### src/rtl/median_driver_pkg.sv
// Shared types and defaults for the median core stream front-end.
package median_pkg;

  typedef logic [7:0] sample_t;

  typedef enum logic [2:0] {
    LOAD,
    ARM,
    SEND,
    WAIT,
    HOLD
  } median_drv_state_t;

  localparam int MEDIAN_N_SAMPLES   = 9;
  localparam int MEDIAN_DRV_TIMEOUT = 64;

endpackage

### src/rtl/median_driver_if.sv
// Bus bundle for median_driver: upstream stream, median core burst port, downstream result.
interface median_driver_if;
  import median_pkg::*;

  // Upstream (in_*) and downstream (res_*) are valid/ready: a transfer happens on a
  // rising edge where valid and ready are both 1; valid, once raised, holds its data
  // stable until that edge. DI/DSI/DO/DSO follow the core's strobe timing instead.
  sample_t in_data;
  logic    in_valid;
  logic    in_ready;
  sample_t DI;
  logic    DSI;
  sample_t DO;
  logic    DSO;
  sample_t res_data;
  logic    res_valid;
  logic    res_ready;

  modport master (
    input  in_data, in_valid, DO, DSO, res_ready,
    output in_ready, DI, DSI, res_data, res_valid
  );

  modport slave (
    output in_data, in_valid, DO, DSO, res_ready,
    input  in_ready, DI, DSI, res_data, res_valid
  );

endinterface

### src/rtl/median_drv_buf.sv
// Sample window storage: one write port, one asynchronous read port, no reset on data.
module median_drv_buf
  import median_pkg::*;
#(
  parameter int N_SAMPLES = MEDIAN_N_SAMPLES,
  localparam int CW = $clog2(N_SAMPLES + 1)
) (
  input  logic          clk,
  input  logic          we,
  input  logic [CW-1:0] waddr,
  input  sample_t       wdata,
  input  logic [CW-1:0] raddr,
  output sample_t       rdata
);

  sample_t mem [N_SAMPLES];

  always_ff @(posedge clk) begin
    if (we) mem[waddr] <= wdata;
  end

  assign rdata = mem[raddr];

endmodule

### src/rtl/median_driver.sv
// Buffers N_SAMPLES pixels, replays them as one DSI burst, returns the core's median.
// Optional WAIT watchdog with err flag: define MEDIAN_DRIVER_TIMEOUT_EN.
module median_driver
  import median_pkg::*;
#(
  parameter int N_SAMPLES = MEDIAN_N_SAMPLES,
  parameter int TIMEOUT   = MEDIAN_DRV_TIMEOUT
) (
  input  logic              CLK,
  input  logic              nRST,
  median_driver_if.master   bus,
  output logic              err,
  output median_drv_state_t state_dbg
);

  localparam int            CW   = $clog2(N_SAMPLES + 1);
  localparam logic [CW-1:0] LAST = CW'(N_SAMPLES - 1);
  localparam logic [CW-1:0] NS   = CW'(N_SAMPLES);

  median_drv_state_t state, state_next;
  logic [CW-1:0]     wcnt, wcnt_next, rcnt, rcnt_next;
  sample_t           di_q, di_next, res_q, res_next, rd_data;
  logic              dsi_q, dsi_next, rv_q, rv_next, wr_en;

`ifdef MEDIAN_DRIVER_TIMEOUT_EN
  localparam int            WW    = $clog2(TIMEOUT + 1);
  localparam logic [WW-1:0] WLAST = WW'(TIMEOUT - 1);
  logic [WW-1:0] wdog, wdog_next;
  logic          err_q, err_next;
`else
  // TIMEOUT only matters when the watchdog is built in.
  logic unused_timeout;
  assign unused_timeout = ^TIMEOUT;
`endif

  median_drv_buf #(.N_SAMPLES(N_SAMPLES)) u_buf (
    .clk   (CLK),
    .we    (wr_en),
    .waddr (wcnt),
    .wdata (bus.in_data),
    .raddr (rcnt),
    .rdata (rd_data)
  );

  always_comb begin
    state_next = state;
    wcnt_next  = wcnt;
    rcnt_next  = rcnt;
    di_next    = '0;
    dsi_next   = 1'b0;
    res_next   = res_q;
    rv_next    = rv_q;
    wr_en      = 1'b0;
`ifdef MEDIAN_DRIVER_TIMEOUT_EN
    err_next   = err_q;
    wdog_next  = '0;
`endif
    case (state)
      LOAD: begin
        if (bus.in_valid) begin
          wr_en = 1'b1;
          if (wcnt == LAST) begin
            wcnt_next  = '0;
            state_next = ARM;
          end else begin
            wcnt_next = wcnt + 1'b1;
          end
        end
      end
      ARM: begin
        // A strobe still held from the previous result must drop before a new burst.
        if (!bus.DSO) begin
          state_next = SEND;
          dsi_next   = 1'b1;
          di_next    = rd_data;
          rcnt_next  = rcnt + 1'b1;
        end
      end
      SEND: begin
        if (rcnt == NS) begin
          state_next = WAIT;
          rcnt_next  = '0;
        end else begin
          dsi_next  = 1'b1;
          di_next   = rd_data;
          rcnt_next = rcnt + 1'b1;
        end
      end
      WAIT: begin
        if (bus.DSO) begin
          res_next   = bus.DO;
          rv_next    = 1'b1;
          state_next = HOLD;
        end
`ifdef MEDIAN_DRIVER_TIMEOUT_EN
        else if (wdog == WLAST) begin
          state_next = LOAD;
          err_next   = 1'b1;
        end else begin
          wdog_next = wdog + 1'b1;
        end
`endif
      end
      HOLD: begin
        if (bus.res_ready) begin
          rv_next    = 1'b0;
          state_next = LOAD;
`ifdef MEDIAN_DRIVER_TIMEOUT_EN
          err_next   = 1'b0;
`endif
        end
      end
      default: state_next = LOAD;
    endcase
  end

  always_ff @(posedge CLK or negedge nRST) begin
    if (!nRST) begin
      state <= LOAD;
      wcnt  <= '0;
      rcnt  <= '0;
      di_q  <= '0;
      dsi_q <= 1'b0;
      res_q <= '0;
      rv_q  <= 1'b0;
    end else begin
      state <= state_next;
      wcnt  <= wcnt_next;
      rcnt  <= rcnt_next;
      di_q  <= di_next;
      dsi_q <= dsi_next;
      res_q <= res_next;
      rv_q  <= rv_next;
    end
  end

`ifdef MEDIAN_DRIVER_TIMEOUT_EN
  always_ff @(posedge CLK or negedge nRST) begin
    if (!nRST) begin
      wdog  <= '0;
      err_q <= 1'b0;
    end else begin
      wdog  <= wdog_next;
      err_q <= err_next;
    end
  end
  assign err = err_q;
`else
  assign err = 1'b0;
`endif

  assign bus.in_ready  = (state == LOAD);
  assign bus.DI        = di_q;
  assign bus.DSI       = dsi_q;
  assign bus.res_data  = res_q;
  assign bus.res_valid = rv_q;
  assign state_dbg     = state;

endmodule

### src/flat_wrapper.sv
// flat-port wrapper written by rule: the top's interface ports become plain ports
module median_driver_flat import median_pkg::*;
#(
  parameter int N_SAMPLES = MEDIAN_N_SAMPLES,
  parameter int TIMEOUT   = MEDIAN_DRV_TIMEOUT
)
  (CLK, nRST, err, state_dbg, bus_in_data, bus_in_valid, bus_DO, bus_DSO, bus_res_ready, bus_in_ready, bus_DI, bus_DSI, bus_res_data, bus_res_valid);
  median_driver_if bus_i ();
  input  logic CLK;
  input  logic nRST;
  output logic err;
  output median_drv_state_t state_dbg;
  input wire logic [$bits(bus_i.in_data)-1:0] bus_in_data;
  input wire logic [$bits(bus_i.in_valid)-1:0] bus_in_valid;
  input wire logic [$bits(bus_i.DO)-1:0] bus_DO;
  input wire logic [$bits(bus_i.DSO)-1:0] bus_DSO;
  input wire logic [$bits(bus_i.res_ready)-1:0] bus_res_ready;
  output wire logic [$bits(bus_i.in_ready)-1:0] bus_in_ready;
  output wire logic [$bits(bus_i.DI)-1:0] bus_DI;
  output wire logic [$bits(bus_i.DSI)-1:0] bus_DSI;
  output wire logic [$bits(bus_i.res_data)-1:0] bus_res_data;
  output wire logic [$bits(bus_i.res_valid)-1:0] bus_res_valid;
  assign bus_i.in_data = bus_in_data;
  assign bus_i.in_valid = bus_in_valid;
  assign bus_i.DO = bus_DO;
  assign bus_i.DSO = bus_DSO;
  assign bus_i.res_ready = bus_res_ready;
  assign bus_in_ready = bus_i.in_ready;
  assign bus_DI = bus_i.DI;
  assign bus_DSI = bus_i.DSI;
  assign bus_res_data = bus_i.res_data;
  assign bus_res_valid = bus_i.res_valid;
  median_driver #(.N_SAMPLES(N_SAMPLES), .TIMEOUT(TIMEOUT)) u_core (.CLK(CLK), .nRST(nRST), .bus(bus_i), .err(err), .state_dbg(state_dbg));
endmodule
### config.mk
export PLATFORM = sky130hd
export DESIGN_NAME = median_driver_flat
export DESIGN_NICKNAME = d
export VERILOG_FILES = /design/src/rtl/median_driver_pkg.sv /design/src/rtl/median_driver_if.sv /design/src/rtl/median_drv_buf.sv /design/src/rtl/median_driver.sv /design/src/flat_wrapper.sv
export SDC_FILE = /design/constraint.sdc
export NUM_CORES = 1
export LEC_CHECK = 0
export ABC_CLOCK_PERIOD_IN_PS = 5100
export BUFFER_PORTS_ARGS = -buffer_cell sky130_fd_sc_hd__buf_2
export CAP_MARGIN = 40
export CORE_ASPECT_RATIO = 1.25
export CORE_MARGIN = 2
export CORE_UTILIZATION = 55
export DETAILED_ROUTE_END_ITERATION = 16
export GPL_TIMING_DRIVEN = 0
export PLACE_DENSITY = 0.75
export SLEW_MARGIN = 20
export SYNTH_ARGS = -nofsm -noshare
export SYNTH_HDL_FRONTEND = slang
export SYNTH_SLANG_ARGS = --single-unit
### constraint.sdc
create_clock -name CLK -period 5.1 [get_ports CLK]
set_clock_uncertainty 0.2 [all_clocks]
set_input_delay 1.02 -clock CLK [delete_from_list [all_inputs] [get_ports CLK]]
set_output_delay 1.02 -clock CLK [all_outputs]
set_load 0.005 [all_outputs]
# --- Yosys cells after proc, flatten, opt, wreduce, memory -nomap -nowiden ---
# Memories as Yosys holds them, arrays and structs flattened.
# Index checks and enable logic that the tools add are counted.
op_classes:
  add_sub_neg: 2
  eq_ne: 12
  muxes: 24
  n_reduce_logical: 8
op_table:
  columns: ["op", "count"]
  rows:
  - ["two-way mux 3 bit", 6]
  - ["two-way mux 8 bit", 2]
  - ["case mux 8 bit (2 select lines)", 1]
  - ["case mux 3 bit (5 select lines)", 1]
  - ["two-way mux 4 bit", 3]
  - ["adder 4 x 1 -> 4 bit (second input constant)", 2]
  - ["== test 4 bit (second input constant)", 2]
  - ["two-way mux 1 bit", 8]
  - ["inequality test 2 bit (second input constant)", 4]
  - ["case mux 4 bit (2 select lines)", 1]
  - ["== test 3 x 2 -> 1 bit (second input constant)", 2]
  - ["AND reduction 2 bit", 3]
  - ["AND reduction 6 bit", 1]
  - ["inequality test 2 x 1 -> 1 bit (second input constant)", 2]
  - ["case mux 1 bit (2 select lines)", 2]
  - ["nonzero test 2 bit", 2]
  - ["== test 3 x 1 -> 1 bit (second input constant)", 1]
  - ["== test 3 bit (second input constant)", 1]
  - ["logical NOT 3 bit", 1]
  - ["AND reduction 3 bit", 1]
totals:
  ff_bits: 29
  mem_bits_rw: 72
  inputBits: 21
  mem_count: 1
memory_table:
  columns: ["name", "depth", "width", "read_ports", "rd_ports_with_merged_regs", "write_ports", "line_no", "text"]
  rows:
  - ["u_core.u_buf.mem", 9, 8, 1, 0, 1, "median_drv_buf.sv:16", "sample_t mem [N_SAMPLES];"]

# --- Logic depth before layout (Yosys ltp) ---
# Gate-level depths: netlist (run 1).
depth:
  ltp_word: 4
  mapped_depth: 6
  depth_no_buf: 6

# --- By module ---
# Synthesis (run 1) repeated with hierarchy kept, for this count alone.
unflattened:
  cells_unflattened: 273
  hier_area_um2: 4234.1
modules_own_cells:
  columns: ["module", "n_inst", "cells_each", "area_per_inst_um2", "seq_area_each_um2"]
  rows:
  - ["median_drv_buf", 1, 163, 2904.0, 2162.1]
  - ["median_driver", 1, 110, 1330.0, 725.7]

# --- Least setup slack after synthesis (run 1) ---
# OpenSTA, ideal clock, no wires.
synth_path:
  path_type: "input to register"
  from: "input port bus_DSO"
  to: "register u_core.rcnt[2]"
  setup_ps: 125
  t_arrival_ps: 1905
  path_slack_ps: 2870
  stages: 4
  path_cell_list: "or3b_4 > a21oi_4 > nand2_2 > mux2_4"
synth_via:
  elab_chain_cells: 2
synth_rtl:
  columns: ["element", "line_no", "text"]
  rows:
  - ["start, declared", "flat_wrapper.sv:16", "input wire logic [$bits(bus_i.DSO)-1:0] bus_DSO;"]
  - ["inequality test 2 bit (no source line)", null, null]
  - ["AND reduction 2 bit (no source line)", null, null]
  - ["end signal, assigned", "median_driver.sv:129", "rcnt <= rcnt_next;"]
  - ["end, declared", "median_driver.sv:21", "logic [CW-1:0] wcnt, wcnt_next, rcnt, rcnt_next;"]
# No other way between the ends.
# A chain may end at the register's enable or synchronous reset.

# --- Worst setup path after layout (run 1) ---
layout_path:
  from: "register u_core.state[0] (netlist: u_core.state_dbg[0])"
  to: "output port bus_in_ready"
layout_via:
  elab_chain_cells: 1
layout_rtl:
  columns: ["element", "line_no", "text"]
  rows:
  - ["start, declared", "median_driver.sv:20", "median_drv_state_t state, state_next;"]
  - ["start signal, assigned", "median_driver.sv:127", "state <= state_next;"]
  - ["logical NOT 3 bit", "median_driver.sv:152", "assign bus.in_ready = (state == LOAD);"]
  - ["end, declared", "flat_wrapper.sv:18", "output wire logic [$bits(bus_i.in_ready)-1:0] bus_in_ready;"]
# No other way between the ends.

==> flow_summary_export.csv, run 1 <==
group,metric,value,unit
status,status,"finished, final reports clean",
hold_path,hold_path_class,"reg2reg",
grt,grt_pass1_vias,2221,
synthesis,ys_ff_latch,101,
synthesis,synth_nets,261,
clock_network,cts_tree,"yes",
synthesis,synth_area_leaders,"edfxtp_1 (53%), dfrtp_1 (18%), mux4_2 (8.8%), mux2_2 (2.8%), ha_1 (1.8%)",
power,p_per_area,517,mW/mm^2
grt,grt-ovfl-total,0,
timing,rsz0062_at_grt,"no",
worst_setup_path,cpPeakStageDelay,400,ps
clock_network,h-tree-depth,3,
clock_network,clk_pin_slew_worst_paths,90,ps
grt,grt_max_degree,30,
synthesis,synth_top_family_by_area,"multiplexers",
finish,final_common_cell,"edfxtp_1",
power,peakVddDrop,0.000238,V
floorplanning,coreArea,0.00731,mm^2
finish,drive_above_1_share,36.6,%
clock_network,cts_buffers,9,
placement,dp.final_hpwl,4820,um
worst_setup_path,worst_path_most_repeated_cell,"buf_2",
synthesis,synth_top_area_share,52.9,%
worst_setup_path,crit_arrival,1350,ps
finish,diodes,0,
floorplanning,chipHeight,100,um
grt,grt_pass1_wl,11000,um
timing,setup_viol,0,
timing,finalMaxSlewViolations,0,
synthesis,synthAdderAreaFrac,1.84,%
finish,area_growth,12.8,%
power,finalPower,2.39,mW
synthesis,synth_warnings,0,
worst_setup_path,startpoint_type,"flop",
timing,max_freq,390,MHz
floorplanning,die_w,81.1,um
finish,final_cell_mix,"edfxtp_1 (72), buf_2 (46), dfrtp_1 (29)",
worst_setup_path,worstPathMaxFanout,10,
finish,final_nets,314,
grt,antenna_found_initial,0,
clock_network,cts_hold_repair.buffers,0,
grt,use_met3,4.59,%
detailed_routing,drtIter0Drc,108,
detailed_routing,vias,2102,
clock_network,numClockSinks,101,
synthesis,muxShareOfSynthArea,12.4,%
detailed_routing,post_drt_wl_per_cell,17.3,um
detailed_routing,viasPerCell,5.47,
worst_setup_path,cpMaxStageDelayCell,"dfrtp_1",
placement,gp_congestion,0.754,
synthesis,ys_seq_area_share,70.6,%
floorplanning,num_rows,35,
timing,finalSetupTns,0,ps
clock_network,root_buffer,"clkbuf_8",
synthesis,synth_top_area_cell,"edfxtp_1",
synthesis,synth-xor-area-share,0.428,%
clock_network,cts_resized,0,
timing,fin_crit,2570,ps
floorplanning,initial_utilization,55.9,%
timing,worst_pin_slew,626,ps
synthesis,yosysUniqueCellTypes,44,
synthesis,synth_simple_gate_area_share,7.50,%
timing,timing.slew.headroom,58.3,%
timing,period_share,50.3,%
worst_setup_path,critical_path.cell_chain,"buf_2 > nor3_4 > buf_2",
detailed_routing,wl,6650,um
worst_setup_path,endpoint_kind,"output pin",
grt,grt_util_met2,31.3,%
grt,gr-max-usage-layer,"met2",
grt,grt_use_total,18.6,%
clock_network,cts_setup_buffers,0,
detailed_routing,route.detailed.drc,0,
power,p_leak,1.75,nW
placement,io_buffers,42,
grt,globalRouteMet1Util,23.0,%
synthesis,synth_cells,234,
worst_setup_path,critical_path_class,"reg2out",
synthesis,synth_area,0.00409,mm^2
timing,hold_violations,0,
clock_network,clock_latency,360,ps
detailed_routing,dr.pass1.iters,4,
run,drv_cap,0,
worst_setup_path,worst_ep_required_time,3880,ps
floorplanning,io_pins,44,
synthesis,synth-compound-area-share,4.50,%
synthesis,syn_area_per_cell,17.5,um^2
clock_network,clock_path_buffers,2,
floorplanning,dieArea,0.00814,mm^2
detailed_routing,final_antenna_net_count,0,
## final timing paths
kind                                                  start                                  to  slack, ps  cells after the start
max reg2reg                 u_core.state_dbg[0]$_DFFE_PN0P_    u_core.u_buf.mem[2][4]$_DFFE_PP_       2780                      5
max in group asynchronous                              nRST  u_core.bus.res_data[4]$_DFFE_PN0P_       3820                      1
min reg2reg                u_core.u_buf.mem[8][3]$_DFFE_PP_          u_core.bus.DI[3]$_DFF_PN0_        300                      2
min                        u_core.u_buf.mem[8][3]$_DFFE_PP_          u_core.bus.DI[3]$_DFF_PN0_        300                      2
min in group asynchronous                              nRST          u_core.bus.DI[6]$_DFF_PN0_        470                      1
max                         u_core.state_dbg[0]$_DFFE_PN0P_                        bus_in_ready       2530                      3
## registers in the layout (all words and copies together) (netlist names)
register,flops
u_core.state_dbg,3
u_core.bus.res_data,8
u_core.bus.res_valid,1
u_core.bus.DSI,1
u_core.rcnt,4
u_core.bus.DI,8
u_core.wcnt,4
u_core.u_buf.mem,72
## power by group
part           switching (mW)  total (mW)  internal, mW
logic                   0.417       0.821         0.404
clock network           0.267       0.499         0.231
registers              0.0640        1.07          1.00
## critical path: cells and delay by family (launching register included)
family                 cells  cell delay (ps)
flip-flops                 1              400
AND/OR/NAND/NOR            1              250
buffers and inverters      2              350
## final cells by class
| cell class | count | area [um^2] |
|---|---|---|
| buffer | 11 | 76.3 |
| clock buffer | 10 | 128 |
| clock inverter | 6 | 70.1 |
| fill | 525 | 2700 |
| inverter | 8 | 30.0 |
| multi-input combinational | 114 | 1090 |
| sequential | 101 | 2890 |
| tap | 92 | 115 |
| timing repair buffer | 42 | 210 |
## synth_stat cells, drive strengths merged
| cell | count |
|---|---|
| a211oi | 3 |
| a21o | 1 |
| a21oi | 7 |
| a31oi | 1 |
| and2 | 4 |
| and3 | 5 |
| and3b | 1 |
| buf | 9 |
| clkbuf | 2 |
| conb | 1 |
| dfrtp | 29 |
| edfxtp | 72 |
| ha | 6 |
| inv | 8 |
| mux2 | 11 |
| mux2i | 2 |
| mux4 | 16 |
| nand2 | 6 |
| nand2b | 1 |
| nand3 | 5 |
| nand3b | 1 |
| nor2 | 14 |
| nor2b | 1 |
| nor3 | 10 |
| o211ai | 1 |
| o21a | 1 |
| o21ai | 2 |
| o22ai | 8 |
| o311ai | 1 |
| o41ai | 1 |
| or3 | 1 |
| or3b | 1 |
| xnor2 | 1 |
| xor2 | 1 |
## layer usage
layer  vias up  routed length [um]
li1       1000                   -
met1      1039                2860
met2        52                3380
met3        11                 275
met4         0                 133
met5         -                   0
## kinds of logic after synthesis
| kind of cell | Yosys count |
|---|---|
| xor gates and xnor gates | 2 |
| other | 1 |
| DFF | 101 |
| AOI/OAI and AO/OA | 26 |
| buffers and inverters | 19 |
| adders and majority gates | 6 |
| and+or+nand+nor | 50 |
| muxes | 29 |
## through the flow
step / utilization, % / worst slack [ps] / hold WS, ps / cells / instance area [um^2]
final: 63.1 / 2530 / 305 / 384 / 4610
after global placement: 60.4 / 2490 / 275 / 368 / 4410
after floorplan: - / 2870 / 267 / 234 / 4090
after CTS: 63.1 / 2500 / 308 / 384 / 4610
after detailed placement: 60.4 / 2470 / 287 / 368 / 4410
after global routing: 63.1 / 2400 / 327 / 384 / 4610
Power figures use the tool's default switching activity.
==> inputs of run 2 (changes only) <==
- ABC_CLOCK_PERIOD_IN_PS: 5100 -> 2400
- clock period: 5.1 -> 2.4 ns (I/O delays scaled with it)
==> run 2 against run 1 <==
  * Wire length is 0.27% higher
  * Sequential share of layout area fell by 0.34 points
  * Die area unchanged
  * Flip-flop and latch count unchanged
  * Utilization is 0.34 points higher
  * Register-to-register slack worse by 2500 ps
  * Non-clock buffer count grew 1
  * Worst hold slack worse by 190 ps
  * Critical path type is now reg2reg
  * Clock power is 110% higher
  * Total power increased by 110%
  * Combinational power is 110% higher
==> flow_summary_export.csv, run 2 (synthesized netlist as in run 1, its figures left out) <==
group,metric,value,unit
status,status,"finished, final reports clean",
placement,gp_congestion,0.754,
clock_network,clk_pin_slew_worst_paths,90,ps
worst_setup_path,cpPeakStageDelay,400,ps
timing,finalSetupTns,0,ps
worst_setup_path,critical_path_class,"reg2reg",
timing,hold_slack,119,ps
floorplanning,die_w,81.1,um
finish,final_cell_mix,"edfxtp_1 (72), buf_2 (46), dfrtp_1 (29)",
placement,placed_cell_area,0.00441,mm^2
timing,setup_viol,0,
worst_setup_path,crit-reg2reg-launch,"u_core.state_dbg[0]$_DFFE_PN0P_",
power,finalPower,5.07,mW
worst_setup_path,endpoint,"u_core.u_buf.mem[7][2]$_DFFE_PP_",
grt,antenna_found_initial,0,
detailed_routing,drtIter0Drc,114,
grt,grt_pass1_vias,2221,
grt,grt_use_total,18.6,%
timing,hold_violations,0,
timing,rsz0062_at_grt,"no",
timing,fin_crit,2150,ps
finish,utilization,63.4,%
clock_network,h-tree-depth,3,
clock_network,clock_latency,360,ps
worst_setup_path,worstPathMaxFanout,10,
clock_network,clock_path_buffers,2,
run,drv_cap,0,
timing,worst_pin_slew,626,ps
finish,largest_register,"u_core.u_buf.mem",
floorplanning,coreArea,0.00731,mm^2
power,peakVddDrop,0.000506,V
timing,timing.slew.headroom,58.3,%
detailed_routing,viasPerCell,5.48,
worst_setup_path,rr_endpoint,"u_core.u_buf.mem[7][2]$_DFFE_PP_",
grt,grt-ovfl-total,0,
worst_setup_path,endpoint_kind,"flop",
placement,dpl.cell_count,368,
clock_network,root_buffer,"clkbuf_8",
timing,period_share,89.4,%
detailed_routing,final_antenna_net_count,0,
finish,stdcell_count,385,
worst_setup_path,cpMaxStageDelayCell,"dfrtp_1",
finish,largest_register_ffs,72,
clock_network,cts_setup_buffers,0,
finish,nFillCells,516,
placement,io_buffers,42,
hold_path,hold_path_class,"in2reg",
timing,max_freq,466,MHz
placement,dp.final_hpwl,4820,um
detailed_routing,wl,6670,um
power,p_leak,1.76,nW
finish,diodes,0,
timing,finalMaxSlewViolations,0,
worst_setup_path,r2r_slack,250,ps
worst_setup_path,cp.depth,5,
worst_setup_path,crit_family,"simple AND/OR/NAND/NOR gates",
placement,place_ws,47.1,ps
finish,area_growth,13.4,%
floorplanning,io_pins,44,
worst_setup_path,critical_path.cell_chain,"buf_2 > nor3_4 > nand2_1 > nor2_1 > and3_2",
floorplanning,initial_utilization,55.9,%
grt,grt_max_degree,30,
worst_setup_path,reg2reg_depth,5,
clock_network,cts_tree,"yes",
finish,final_common_cell,"edfxtp_1",
finish,final_nets,315,
detailed_routing,post_drt_wl_per_cell,17.3,um
worst_setup_path,timing.critical_path.from,"u_core.state_dbg[0]$_DFFE_PN0P_",
detailed_routing,vias,2109,
power,p_per_area,1090,mW/mm^2
clock_network,numClockSinks,101,
detailed_routing,route.detailed.drc,0,
finish,drive_above_1_share,39.6,%
worst_setup_path,worst_ep_required_time,2240,ps
detailed_routing,dr.pass1.iters,4,
worst_setup_path,crit_arrival,1990,ps
timing,layout_setup_ws,254,ps
worst_setup_path,crit_buf_inv,1,
finish,final_area,0.00464,mm^2
floorplanning,num_rows,35,
grt,grt_pass1_wl,11000,um
clock_network,cts_buffers,9,
floorplanning,dieArea,0.00814,mm^2
worst_setup_path,startpoint_type,"flop",
floorplanning,chipHeight,100,um
run 2: what timing repair did:
action / 4_1_cts / 5_1_grt
hold buffers: 1 / 0
gates resized for setup: 0 / 9
endpoints found under the setup margin: 0 / 64
hold endpoints to repair: 29 / 0
run 2: per-layer routing:
layer | track usage (%) | vias up | wire length, um
met1 | 23.0 | 1043 | 2850
met2 | 31.3 | 55 | 3400
met4 | 7.17 | 0 | 133
met3 | 4.59 | 11 | 279
met5 | 0 | - | 0
li1 | - | 1000 | -
run 2: area by class of cell:
| type | instances | area (um^2) | area share (%) |
|---|---|---|---|
| sequential | 101 | 2890 | 62.3 |
| multi-input combinational | 114 | 1110 | 23.9 |
| timing repair buffer | 43 | 220 | 4.75 |
| clock buffer | 10 | 128 | 2.75 |
| tap | 92 | 115 | 2.48 |
| buffer | 11 | 76.3 | 1.65 |
| clock inverter | 6 | 70.1 | 1.51 |
| inverter | 8 | 30.0 | 0.648 |
run 2: worst reg2reg max path, cell delays in order (launching register included):
cell and delay (ps):
dfrtp_1 400, buf_2 200, nor3_4 250, nand2_1 200, nor2_1 220, and3_2 370
run 2: report_power, final:
part | leakage, nW | internal, mW | total [mW] | switching (mW)
combinational | 0.655 | 0.860 | 1.75 | 0.889
sequential | 1.01 | 2.13 | 2.27 | 0.137
clock | 0.0948 | 0.491 | 1.06 | 0.568
run 2: worst min path at each step:
| stage | start | end | cells past startpoint |
|---|---|---|---|
| after floorplan | nRST | u_core.bus.DI[0]$_DFF_PN0_ | 0 |
| after global placement | u_core.u_buf.mem[8][6]$_DFFE_PP_ | u_core.bus.DI[6]$_DFF_PN0_ | 2 |
| after detailed placement | u_core.bus.res_data[3]$_DFFE_PN0P_ | u_core.bus.res_data[3]$_DFFE_PN0P_ | 1 |
| after CTS | bus_res_ready | u_core.state_dbg[2]$_DFFE_PN0P_ | 2 |
| after global routing | bus_res_ready | u_core.state_dbg[2]$_DFFE_PN0P_ | 2 |
| final | bus_res_ready | u_core.state_dbg[2]$_DFFE_PN0P_ | 2 |
==> inputs of run 3 (changes only) <==
- PLACE_DENSITY: 0.75 -> 0.82
==> run 3 against run 2 <==
  * Combinational power grew 3%
  * Highest routed layer unchanged
  * Largest cell class unchanged
  * Wire length grew 10%
  * Sequential power about the same
  * Global-route usage is 1.5 points higher
  * Non-clock buffer count unchanged
  * Register-to-register slack worse by 40 ps
  * Worst setup slack got worse by 43 ps
  * Critical path depth stayed put
  * Total power increased by 1.1%
  * Count of clock-buffer cells in the layout stayed put
  * Critical endpoint is now u_core.u_buf.mem[7][4]$_DFFE_PP_
==> flow_summary_export.csv, run 3 (synthesized netlist as in run 1, its figures left out) <==
group,metric,value,unit
status,status,"finished, final reports clean",
worst_setup_path,cpMaxStageDelayCell,"dfrtp_1",
hold_path,hold_path_class,"in2reg",
detailed_routing,route.detailed.drc,0,
power,p_leak,1.76,nW
grt,grt_use_total,20.1,%
timing,rsz0062_at_grt,"no",
clock_network,clock_path_buffers,2,
finish,final_cell_mix,"edfxtp_1 (72), buf_2 (46), dfrtp_1 (29)",
power,switching_share,32.2,%
detailed_routing,wl,7350,um
floorplanning,die_w,81.1,um
placement,io_buffers,42,
timing,finalSetupTns,0,ps
clock_network,h-tree-depth,3,
clock_network,clk_pin_slew_worst_paths,90,ps
power,p_comb_share,35.0,%
placement,dp.final_hpwl,4760,um
power,p_per_area,1110,mW/mm^2
run,drv_cap,0,
grt,grt_pass1_vias,2172,
finish,multiInputGateArea,0.00111,mm^2
finish,stdcell_count,385,
detailed_routing,vias,2172,
power,peakVddDrop,0.000561,V
worst_setup_path,endpoint_kind,"flop",
floorplanning,num_rows,35,
timing,timing.slew.headroom,55.6,%
finish,nFillCells,515,
finish,final_common_cell,"edfxtp_1",
placement,dpl.cell_count,368,
placement,gp_congestion,0.748,
worst_setup_path,worstPathMaxFanout,10,
worst_setup_path,worst_ep_required_time,2240,ps
timing,finalMaxSlewViolations,0,
floorplanning,dieArea,0.00814,mm^2
clock_network,clock_latency,360,ps
timing,period_share,91.2,%
detailed_routing,post_drt_wl_per_cell,19.1,um
grt,grt_util_met2,32.7,%
worst_setup_path,critical_path.cell_chain,"buf_2 > nor3_4 > nand2_1 > nor2_1 > and3_2",
power,clock_power_share,20.8,%
detailed_routing,dr.pass1.iters,4,
finish,largest_register_ffs,72,
finish,largest_register,"u_core.u_buf.mem",
worst_setup_path,crit_arrival,2030,ps
grt,grt_pass1_wl,11300,um
detailed_routing,drtIter0Drc,176,
finish,seqCellArea,0.00289,mm^2
power,p_int,3.48,mW
finish,area_growth,13.4,%
floorplanning,coreArea,0.00731,mm^2
floorplanning,io_pins,44,
floorplanning,initial_utilization,55.9,%
worst_setup_path,cpPeakStageDelay,410,ps
finish,utilization,63.4,%
detailed_routing,final_antenna_net_count,0,
grt,antenna_found_initial,0,
worst_setup_path,critical_path_class,"reg2reg",
timing,hold_violations,0,
clock_network,cts_setup_buffers,0,
timing,fin_crit,2190,ps
clock_network,root_buffer,"clkbuf_8",
timing,worst_pin_slew,666,ps
timing,setup_viol,0,
grt,globalRouteMet1Util,24.2,%
power,seqPwrFrac,44.2,%
clock_network,cts_tree,"yes",
detailed_routing,viasPerCell,5.64,
grt,grt_max_degree,30,
grt,use_met3,5.67,%
finish,diodes,0,
power,switching_power,1.65,mW
grt,grt-ovfl-total,0,
clock_network,numClockSinks,101,
finish,drive_above_1_share,39.2,%
timing,max_freq,457,MHz
clock_network,cts_buffers,9,
worst_setup_path,startpoint_type,"flop",
finish,final_nets,315,
grt,gr-max-usage-layer,"met2",
floorplanning,chipHeight,100,um
run 3: cell count changes in the layout (fill, tap and decap cells not counted), sizes merged:
cell,delta
clkinvlp,-1
inv,+1
run 3: power by group through the flow:
| stage | Clock (mW) | Combinational [mW] | Sequential, mW |
|---|---|---|---|
| 3_5_place_dp | 0 | 1.80 | 2.31 |
| 5_1_grt | 1.16 | 1.98 | 2.31 |
| 2_1_floorplan | 0 | 1.28 | 2.31 |
| 3_3_place_gp | 0 | 1.76 | 2.29 |
| 4_1_cts | 1.08 | 1.82 | 2.27 |
| 6_report | 1.07 | 1.80 | 2.27 |
run 3: critical path: cells and delay by family (launching register included):
kind	cells	cell delay, ps
flip-flops	1	410
buffers and inverters	1	200
AND/OR/NAND/NOR	4	1060
run 3: path summary, 6_finish.rpt:
kind	start	end	slack [ps]	depth (start not counted)
worst max register to register	u_core.state_dbg[0]$_DFFE_PN0P_	u_core.u_buf.mem[7][4]$_DFFE_PP_	210	5
min in group asynchronous	nRST	u_core.bus.res_data[5]$_DFFE_PN0P_	470	2
max in group asynchronous	nRST	u_core.wcnt[1]$_DFFE_PN0P_	1100	2
worst min register to register	u_core.u_buf.mem[8][6]$_DFFE_PP_	u_core.bus.DI[6]$_DFF_PN0_	310	2
worst max-delay path	u_core.state_dbg[0]$_DFFE_PN0P_	u_core.u_buf.mem[7][4]$_DFFE_PP_	210	5
worst min-delay path	bus_res_ready	u_core.state_dbg[2]$_DFFE_PN0P_	110	2
run 3: layout make-up:
class                      count  area share (%)
sequential                   101            62.3
multi-input combinational    114            24.0
timing repair buffer          43            4.75
clock buffer                  10            2.75
tap                           92            2.48
buffer                        11            1.65
clock inverter                 6            1.46
inverter                       8           0.648
run 3: per-stage QoR:
step                power [mW]  worst slack [ps]  hold WS, ps  instance area, um^2
CTS                       5.17              45.1         85.6                 4620
global placement          4.06              40.9          275                 4410
floorplan                 3.59               381        -15.6                 4090
finish                    5.13               211          107                 4640
global route              5.45              84.7         97.2                 4640
detailed placement        4.11              11.7          292                 4410
run 3: metal layers:
layer  routed length [um]  vias up
met5                    0        -
met4                  277        0
met3                  371       22
met2                 3700       77
met1                 3000     1068
li1                     -     1005
run 3: what timing repair did:
action,CTS,global route
hold buffers,1,0
hold endpoints to repair,29,0
endpoints found under the setup margin,14,64
gates resized for setup,2,8
